File: src/rtl/conv_pkg.sv
// conv_pkg: shared state encoding, default sizing and size validation for conv1d_engine.
package conv_pkg;
  typedef enum logic [2:0] {IDLE, ISSUE, DRAIN, WRITE, DONE} state_t;
  localparam int DEF_DATA_W = 8;
  localparam int DEF_ACC_W = 32;
  localparam int DEF_Y_DEPTH = 32;
  localparam int DEF_H_DEPTH = 16;
  function automatic logic size_ok(input int sy, input int sh, input int ymax, input int hmax);
    return sy != 0 && sh != 0 && sy <= ymax && sh <= hmax;
  endfunction
endpackage

File: src/rtl/conv_mac.sv
// conv_mac: unsigned multiply-accumulate with wrap or sticky saturation of the running sum.
module conv_mac
  import conv_pkg::*;
#(
  parameter int DATA_W = DEF_DATA_W,
  parameter int ACC_W = DEF_ACC_W
) (
  input  logic              clk,
  input  logic              rst_a,
  input  logic              en_s,
  input  logic              clr,
  input  logic              acc_en,
  input  logic              sat,
  input  logic [DATA_W-1:0] a,
  input  logic [DATA_W-1:0] b,
  output logic [ACC_W-1:0]  acc
);
  logic [2*DATA_W-1:0] prod;
  logic [ACC_W:0] sum;
  logic [ACC_W-1:0] acc_r;
  logic ovf;
  assign prod = {{DATA_W{1'b0}}, a} * {{DATA_W{1'b0}}, b};
  assign sum = {1'b0, acc_r} + {{(ACC_W + 1 - 2 * DATA_W){1'b0}}, prod};
  // the carry out of the wrapped sum is the overflow event; it stays set until clr
  assign acc = sat && ovf ? '1 : acc_r;
  always_ff @(posedge clk or negedge rst_a)
    if (!rst_a) begin
      acc_r <= '0;
      ovf <= 1'b0;
    end else if (en_s) begin
      if (clr) begin
        acc_r <= '0;
        ovf <= 1'b0;
      end else if (acc_en) begin
        acc_r <= sum[ACC_W-1:0];
        ovf <= ovf | sum[ACC_W];
      end
    end
endmodule

File: src/rtl/conv1d_engine.sv
// conv1d_engine: runtime-sized 1-D convolution z = y * h over host-loaded memories.
module conv1d_engine
  import conv_pkg::*;
#(
  parameter int DATA_W = DEF_DATA_W,
  parameter int ACC_W = DEF_ACC_W,
  parameter int Y_DEPTH = DEF_Y_DEPTH,
  parameter int H_DEPTH = DEF_H_DEPTH,
  localparam int Z_DEPTH = Y_DEPTH + H_DEPTH - 1,
  localparam int AW_Y = $clog2(Y_DEPTH),
  localparam int AW_H = $clog2(H_DEPTH),
  localparam int AW_Z = $clog2(Z_DEPTH),
  localparam int YSW = AW_Y + 1,
  localparam int HSW = AW_H + 1
) (
  input  logic              clk,
  input  logic              rst_a,
  input  logic              en_s,
  input  logic              start,
  input  logic [YSW-1:0]    size_y,
  input  logic [HSW-1:0]    size_h,
  input  logic              sat_mode,
  output logic [AW_Y-1:0]   y_addr,
  input  logic [DATA_W-1:0] y_rdata,
  output logic [AW_H-1:0]   h_addr,
  input  logic [DATA_W-1:0] h_rdata,
  output logic              z_we,
  output logic [AW_Z-1:0]   z_addr,
  output logic [ACC_W-1:0]  z_wdata,
  output logic              busy,
  output logic              done,
  output logic              err
);
  localparam int CW = AW_Z + 2;
  state_t state, nxt;
  logic [YSW-1:0] sy;
  logic [HSW-1:0] sh;
  logic [AW_Z-1:0] n;
  logic [DATA_W-1:0] yh, hh;
  logic [CW-1:0] n_w, sy_w, sh_w, n1, kmax, j1;
  logic sat_r, pipe_v, stl, ok, last_t, last_n;
  assign ok = size_ok(int'(size_y), int'(size_h), Y_DEPTH, H_DEPTH);
  assign n_w = CW'(n);
  assign sy_w = CW'(sy);
  assign sh_w = CW'(sh);
  assign n1 = n_w + CW'(1);
  assign kmax = n_w < sy_w ? n_w : sy_w - CW'(1);
  assign j1 = n1 < sh_w ? n1 : sh_w - CW'(1);
  assign last_t = CW'(y_addr) == kmax;
  assign last_n = n_w == sy_w + sh_w - CW'(2);
  assign busy = state != IDLE;
  assign done = state == DONE && en_s;
  assign z_we = state == WRITE && en_s;
  assign z_addr = n;
  always_comb begin
    nxt = state;
    case (state)
      IDLE:    if (start) nxt = ok ? ISSUE : DONE;
      ISSUE:   if (last_t) nxt = DRAIN;
      DRAIN:   nxt = WRITE;
      WRITE:   nxt = last_n ? DONE : ISSUE;
      default: nxt = IDLE;
    endcase
  end
  always_ff @(posedge clk or negedge rst_a)
    if (!rst_a) state <= IDLE;
    else if (en_s) state <= nxt;
  // stl/yh/hh keep the read data that was in flight when a stall began, so it is used once on resume
  always_ff @(posedge clk or negedge rst_a)
    if (!rst_a) begin
      {sy, sh, sat_r, err, n, y_addr, h_addr, pipe_v, stl, yh, hh} <= '0;
    end else begin
      stl <= !en_s;
      if (!en_s && !stl) begin
        yh <= y_rdata;
        hh <= h_rdata;
      end
      if (en_s) begin
        pipe_v <= state == ISSUE;
        case (state)
          IDLE: if (start) begin
            sy <= size_y;
            sh <= size_h;
            sat_r <= sat_mode;
            err <= !ok;
            n <= '0;
            y_addr <= '0;
            h_addr <= '0;
          end
          ISSUE: if (!last_t) begin
            y_addr <= y_addr + 1'b1;
            h_addr <= h_addr - 1'b1;
          end
          WRITE: if (!last_n) begin
            n <= n + 1'b1;
            h_addr <= AW_H'(j1);
            y_addr <= AW_Y'(n1 - j1);
          end
          default: ;
        endcase
      end
    end
  conv_mac #(.DATA_W(DATA_W), .ACC_W(ACC_W)) u_mac (
    .clk(clk),
    .rst_a(rst_a),
    .en_s(en_s),
    .clr((state == IDLE && start) || state == WRITE),
    .acc_en(pipe_v),
    .sat(sat_r),
    .a(stl ? yh : y_rdata),
    .b(stl ? hh : h_rdata),
    .acc(z_wdata)
  );
endmodule

File: config.mk
export PLATFORM = sky130hd
export DESIGN_NAME = conv1d_engine
export DESIGN_NICKNAME = d
export VERILOG_FILES = /design/src/rtl/conv_pkg.sv /design/src/rtl/conv_mac.sv /design/src/rtl/conv1d_engine.sv
export SDC_FILE = /design/constraint.sdc
export NUM_CORES = 1
export LEC_CHECK = 0
export CAP_MARGIN = 10
export CORE_MARGIN = 5
export CORE_UTILIZATION = 53
export DETAILED_ROUTE_END_ITERATION = 10
export PLACE_DENSITY_LB_ADDON = 0.1
export REMOVE_ABC_BUFFERS = 1
export SLEW_MARGIN = 20
export SYNTH_ARGS = -nofsm -noshare
export SYNTH_HDL_FRONTEND = slang
export SYNTH_HIERARCHICAL = 1
export SYNTH_SLANG_ARGS = --single-unit
export TNS_END_PERCENT = 30
File: constraint.sdc
create_clock -name clk -period 5 [get_ports clk]
set_clock_uncertainty 0.05 [all_clocks]
set_input_delay 1 -clock clk [delete_from_list [all_inputs] [get_ports clk]]
set_output_delay 1 -clock clk [all_outputs]
set_load 0.05 [all_outputs]
After elaboration in Yosys (flattened, before gate mapping)
Index checks and enable logic that the tools add are counted.
{"block": "op_classes", "n_addsub": 10, "multipliers": 1, "magnitude_cmp": 4, "n_eq_ne": 10, "muxes": 25, "bitwise": 1, "reduce_logical": 24}
{"cell": "two-way mux 32 bit", "n": 3}
{"cell": "adder 32 x 16 -> 33 bit", "n": 1}
{"cell": "two-way mux 8 bit", "n": 3}
{"cell": "two-way mux 5 bit", "n": 4}
{"cell": "multiplier 8 x 8 -> 16 bit", "n": 1}
{"cell": "one-hot mux 5 bit (3 select lines)", "n": 1}
{"cell": "two-way mux 3 bit", "n": 4}
{"cell": "two-way mux 4 bit", "n": 3}
{"cell": "two-way mux 6 bit", "n": 2}
{"cell": "one-hot mux 3 bit (4 select lines)", "n": 1}
{"cell": "one-hot mux 4 bit (3 select lines)", "n": 1}
{"cell": "one-hot mux 6 bit (2 select lines)", "n": 1}
{"cell": "equality test 5 x 8 -> 1 bit", "n": 1}
{"cell": "equality test 6 x 8 -> 1 bit", "n": 1}
{"cell": "logical AND 1 bit", "n": 8}
{"cell": "!= test 2 bit (second input constant)", "n": 4}
{"cell": "subtractor 7 x 2 -> 8 bit (second input constant)", "n": 1}
{"cell": "adder 6 x 1 -> 7 bit (second input constant)", "n": 1}
{"cell": "adder 6 x 5 -> 7 bit", "n": 1}
{"cell": "< comparator 7 x 5 -> 1 bit", "n": 1}
{"cell": "subtractor 6 x 1 -> 7 bit (second input constant)", "n": 1}
{"cell": "adder 6 x 1 -> 6 bit (second input constant)", "n": 1}
{"cell": "equality test 3 x 2 -> 1 bit (second input constant)", "n": 2}
{"cell": "<= comparator 6 bit (second input constant)", "n": 1}
{"cell": "other kinds (21)", "n": 27}
{"block": "totals", "register_bits": 82, "in_bits": 32, "out_inout_bits": 51, "word_cells": 89}

Depth between registers and ports, before layout
Gate-level depths: netlist of run 1.
{"block": "depth", "depth_word": 7, "depth_mapped": 21, "ltp_nobuf": 18}

By module
The synthesis of run 1 kept the hierarchy.
{"module": "conv_mac", "instances": 1, "cells_each": 507, "area_each_um2": 4331.7, "seq_area_each_um2": 825.8}
{"module": "conv1d_engine", "instances": 1, "cells_each": 380, "area_each_um2": 3711.1, "seq_area_each_um2": 1226.2}

Worst setup path before layout of run 1
OpenSTA, ideal clock, no wires.
{"block": "synth_timing", "path_type": "register to register", "start": "reg stl", "end": "reg u_mac.acc_r[19]", "setup_ps": 66, "arrival_time_ps": 5360, "path_slack_ps": -476, "stages_incl_launch_ff": 19, "period_less_slack_ps": 5476, "path_cell_list": "dfrtp_1 clkbuf_1 buf_1 mux2_2 and2_1 fa_1 fa_1 fa_1 inv_1 fa_1 inv_1 ha_1 o211ai_1 o21ai_2 o221ai_2 o31a_1 buf_6 or4_1 nand2_1"}
{"block": "synth_between", "elab_chain_cells": 5, "elab_cells_between_ends": 6, "classes_between": "1 x add/sub; 1 x mul; 4 x mux"}
{"item": "start, declared", "line_no": "conv1d_engine.sv:41", "rtl": "logic sat_r, pipe_v, stl, ok, last_t, last_n;"}
{"item": "start signal, assigned", "line_no": "conv1d_engine.sv:73", "rtl": "stl <= !en_s;"}
{"item": "two-way mux 8 bit, on equally long branches", "line_no": "conv1d_engine.sv:110, conv1d_engine.sv:111"}
{"item": "multiplier 8 x 8 -> 16 bit (*)", "line_no": "conv_mac.sv:22", "rtl": "assign prod = {{DATA_W{1'b0}}, a} * {{DATA_W{1'b0}}, b};"}
{"item": "adder 32 x 16 -> 33 bit (*)", "line_no": "conv_mac.sv:23", "rtl": "assign sum = {1'b0, acc_r} + {{(ACC_W + 1 - 2 * DATA_W){1'b0}}, prod};"}
{"item": "two-way mux 32 bit (*)", "line_no": "conv_mac.sv:34", "rtl": "end else if (acc_en) begin"}
{"item": "two-way mux 32 bit (*)", "line_no": "conv_mac.sv:31", "rtl": "if (clr) begin"}
{"item": "end signal, assigned", "line_no": "conv_mac.sv:35", "rtl": "acc_r <= sum[ACC_W-1:0];"}
{"item": "end, declared", "line_no": "conv_mac.sv:20", "rtl": "logic [ACC_W-1:0] acc_r;"}
Mark *: on every way between the ends. The rest lies on a longest branch, timed or not. The select of a mux whose other input is x is not followed.
A chain may end at the register's enable or synchronous reset.

Worst setup path in the final report of run 1
{"block": "layout_timing", "start": "in y_rdata[3]", "end": "reg u_mac.acc_r[25]"}
{"block": "layout_between", "elab_chain_cells": 5}
{"item": "start, declared", "line_no": "conv1d_engine.sv:24", "rtl": "input logic [DATA_W-1:0] y_rdata,"}
{"item": "two-way mux 8 bit", "line_no": "conv1d_engine.sv:110", "rtl": ".a(stl ? yh : y_rdata),"}
{"item": "multiplier 8 x 8 -> 16 bit", "line_no": "conv_mac.sv:22"}
{"item": "adder 32 x 16 -> 33 bit", "line_no": "conv_mac.sv:23"}
{"item": "two-way mux 32 bit", "line_no": "conv_mac.sv:34"}
{"item": "two-way mux 32 bit", "line_no": "conv_mac.sv:31"}
No other way between the ends. The select of a mux whose other input is x is not followed.

==> results of run 1 <==
area by class of cell:
type	count	share of cell area (%)
Multi-Input combinational cell	631	55.32
Sequential cell	82	20.02
Timing Repair Buffer	161	13.85
Inverter	145	5.311
Clock buffer	11	2.369
Tap cell	188	2.295
Clock inverter	5	0.8303
routing by layer:
metal  routed length (µm)  up-vias  global-route usage (%)
li1                     -     3279                       -
met1                 9720     3249                   34.50
met2                 9355      171                   37.61
met3                 1110       29                   3.663
met4                  449        0                   7.371
met5                    0        -                       0
sequential cells by signal, summed over array words and instances (netlist names), 3 cells and up:
register and flops:
z_addr 6, u_mac/acc_r 32, sy 6, h_addr 4, state 3, hh 8, yh 8, y_addr 5
sh 5
worst min-delay path by stage:
| stage | cells after the start | end | startpoint | slack [ns] |
|---|---|---|---|---|
| finish | 2 | err | err | 0.44 |
| global route | 1 | yh[7] | yh[7] | 0.47 |
| CTS | 2 | err | err | 0.45 |
| detailed placement | 2 | err | err | 0.44 |
| global placement | 2 | err | err | 0.42 |
| floorplan | 2 | u_mac/ovf | u_mac/ovf | 0.42 |
critical path, stage by stage:
cell and delay [ns]:
buf_6 0.09, mux2_4 0.30, and2_4 0.17, fa_1 0.58, fa_1 0.46, fa_1 0.51, inv_2 0.04, fa_1 0.53
inv_2 0.05, ha_4 0.26, o211ai_1 0.09, o21ai_2 0.16, o221ai_2 0.13, o31a_1 0.32, buf_6 0.15, or4_4 0.42
a21oi_2 0.14
cell families (layout without fill, tap and decap cells):
kind of cell    Yosys count  count (layout)  share of synthesized area (%)
simple gates            244             244                          15.11
buf+inv                 174             322                          8.696
compound gates          171             171                          15.01
fa+ha+maj               125             125                          24.30
flops                    82              82                          25.51
mux                      48              48                          6.690
xor+xnor                 43              43                          4.683
synthesized netlist by cell type, drive strengths merged (6+ instances only):
| library cell | n |
|---|---|
| inv | 143 |
| nand2 | 92 |
| dfrtp | 82 |
| ha | 73 |
| fa | 52 |
| mux2 | 46 |
| and2 | 39 |
| a21oi | 37 |
| nor2 | 34 |
| o21ai | 33 |
| xnor2 | 26 |
| nand2b | 20 |
| clkbuf | 18 |
| xor2 | 17 |
| nand3 | 14 |
| o31ai | 13 |
| a21o | 10 |
| buf | 10 |
| nor3 | 10 |
| nand4 | 9 |
| o211ai | 9 |
| o22ai | 9 |
| or4 | 9 |
| o21a | 8 |
| a211o | 6 |
| a211oi | 6 |
| a31o | 6 |
| a31oi | 6 |
through the flow:
step / worst slack (ns) / cells
after floorplan: -0.5010 / 858
after global placement: -1.037 / 1187
after detailed placement: -1.126 / 1187
after CTS: -0.2346 / 1222
after global routing: -0.3688 / 1223
final: -0.2037 / 1223
what timing repair did:
item	4_1_cts	5_1_grt
pin swaps	71	31
setup buffers	19	1
endpoints found under the setup margin	24	22
resized for setup	124	22
hold buffers	0	0
==> qor.yml, run 1 <==
stdcell_area_um2: 10250
maxSlewViolCount: 0
layout_setup_ws_ns: -0.2037
grt_overflow: 0
antennaDiodeCount: 0
syn2layout_area_growth_pct: 27.41
setup_violations: 13
critPathCaptureType: "flop"
rsz0062_at_grt: "yes"
reg2reg_depth: 17
critPathKind: "primary input to flop"
cts_buffer_depth: 2
ios: 83
worst_pin_slew_ns: 0.8802
cp-start-kind: "primary input"
htreeDepth: 3
r2r_slack_ns: -0.07
avgSynthCellArea_um2: 9.067
start_util_pct: 53.50
cts_sinks: 82
crit_path_start: "y_rdata[3]"
period_needed_ns: 5.204
violations: "negative setup slack"
yosysWarnings: 6
wire_per_inst_um: 16.87
syn_area_um2: 8043
worst_r2r_startpoint: "stl"
final-hold-violation-count: 0
grt_pass1_wl_um: 34760
core_area_um2: 15030
ff_latch_area_um2: 2052
port_buffers: 82
avgViaCountPerCell: 5.501
clk_latency_ns: 0.35
critPathArrivalTime_ns: 5.43
tritoncts: "built"
synth_largest_area_cell: "dfrtp_1"
drtIter0Drc: 439
synth_top_area_share_pct: 25.51
die_w_um: 133.2
cap_violations: 0
clock.fmax_mhz: 192.2
slew_headroom_pct: 41.15
grt_pass1_vias: 6881
fill_cells: 1226
async_reset_ff_share_pct: 100.0
worstReg2RegEnd: "u_mac/acc_r[25]"
synth_edf_count: 0
row_count: 45
timing.final.crit_share_pct: 104.1
nNetsFinal: 1187
dr.pass1.iters: 5
critPathMaxFanout: 7
antenna_found_initial: 0
gp_congestion: 0.8989
seq_area_frac_synth_pct: 25.51
yosys-top-cells-area: "dfrtp_1 26%, fa_1 13%, ha_1 11%"
cts_buffers: 9
endpoint: "u_mac/acc_r[25]"
fin_util_pct: 68.16
crit_required_ns: 5.23
final.setup.tns_ns: -1.477
status: "complete, but fails checks"
hold_class: "flop to flop"
num_vias: 6728
layout_commonest_cell: "inv_1"
synthCells: 887
clk_pin_slew_ns: 0.07
cts_root_buf: "clkbuf_16"
ant_nets: 0
drive_above_1_share_pct: 23.48
dp_hpwl_um: 14870
grt_start_max_net_pins: 49
multi_input_area_um2: 5669
hold_slack_ns: 0.4397
final_cell_mix: "135 x inv_1, 82 x dfrtp_1, 78 x nand2_1"
grt_usage_pct: 24.02
dpl-instance-area_um2: 9397
routed_wl_um: 20640
netlist-cell-type-count: 71
ys_ff_latch: 82
drc: 0
dieArea_um2: 17740
ys.flop_type: "dfrtp_1"
die_h_um: 133.2
Power of run 1 is left out: the tool's default activity adds up to more than one toggle a clock period on the data nets, which glitch-free logic cannot reach.
==> inputs of run 2 (changes only) <==
--- a/config.mk
+++ b/config.mk
@@ -8,7 +8,10 @@
 export CAP_MARGIN = 10
 export CORE_MARGIN = 5
 export CORE_UTILIZATION = 53
+export CTS_CLUSTER_DIAMETER = 120
+export CTS_CLUSTER_SIZE = 25
 export DETAILED_ROUTE_END_ITERATION = 10
+export GPL_ROUTABILITY_DRIVEN = 0
 export PLACE_DENSITY_LB_ADDON = 0.1
 export REMOVE_ABC_BUFFERS = 1
 export SLEW_MARGIN = 20
==> results of run 2 <==
The final DEF is identical to that of run 1; final timing and power are the same.
Power of run 2 is left out for the same reason.
==> inputs of run 3 (changes only) <==
--- a/config.mk
+++ b/config.mk
@@ -5,7 +5,7 @@
 export SDC_FILE = /design/constraint.sdc
 export NUM_CORES = 1
 export LEC_CHECK = 0
-export CAP_MARGIN = 10
+export ABC_CLOCK_PERIOD_IN_PS = 5000
 export CORE_MARGIN = 5
 export CORE_UTILIZATION = 53
 export CTS_CLUSTER_DIAMETER = 120
==> results of run 3 <==
The final DEF is identical to that of run 1; final timing and power are the same.
Power of run 3 is left out for the same reason.
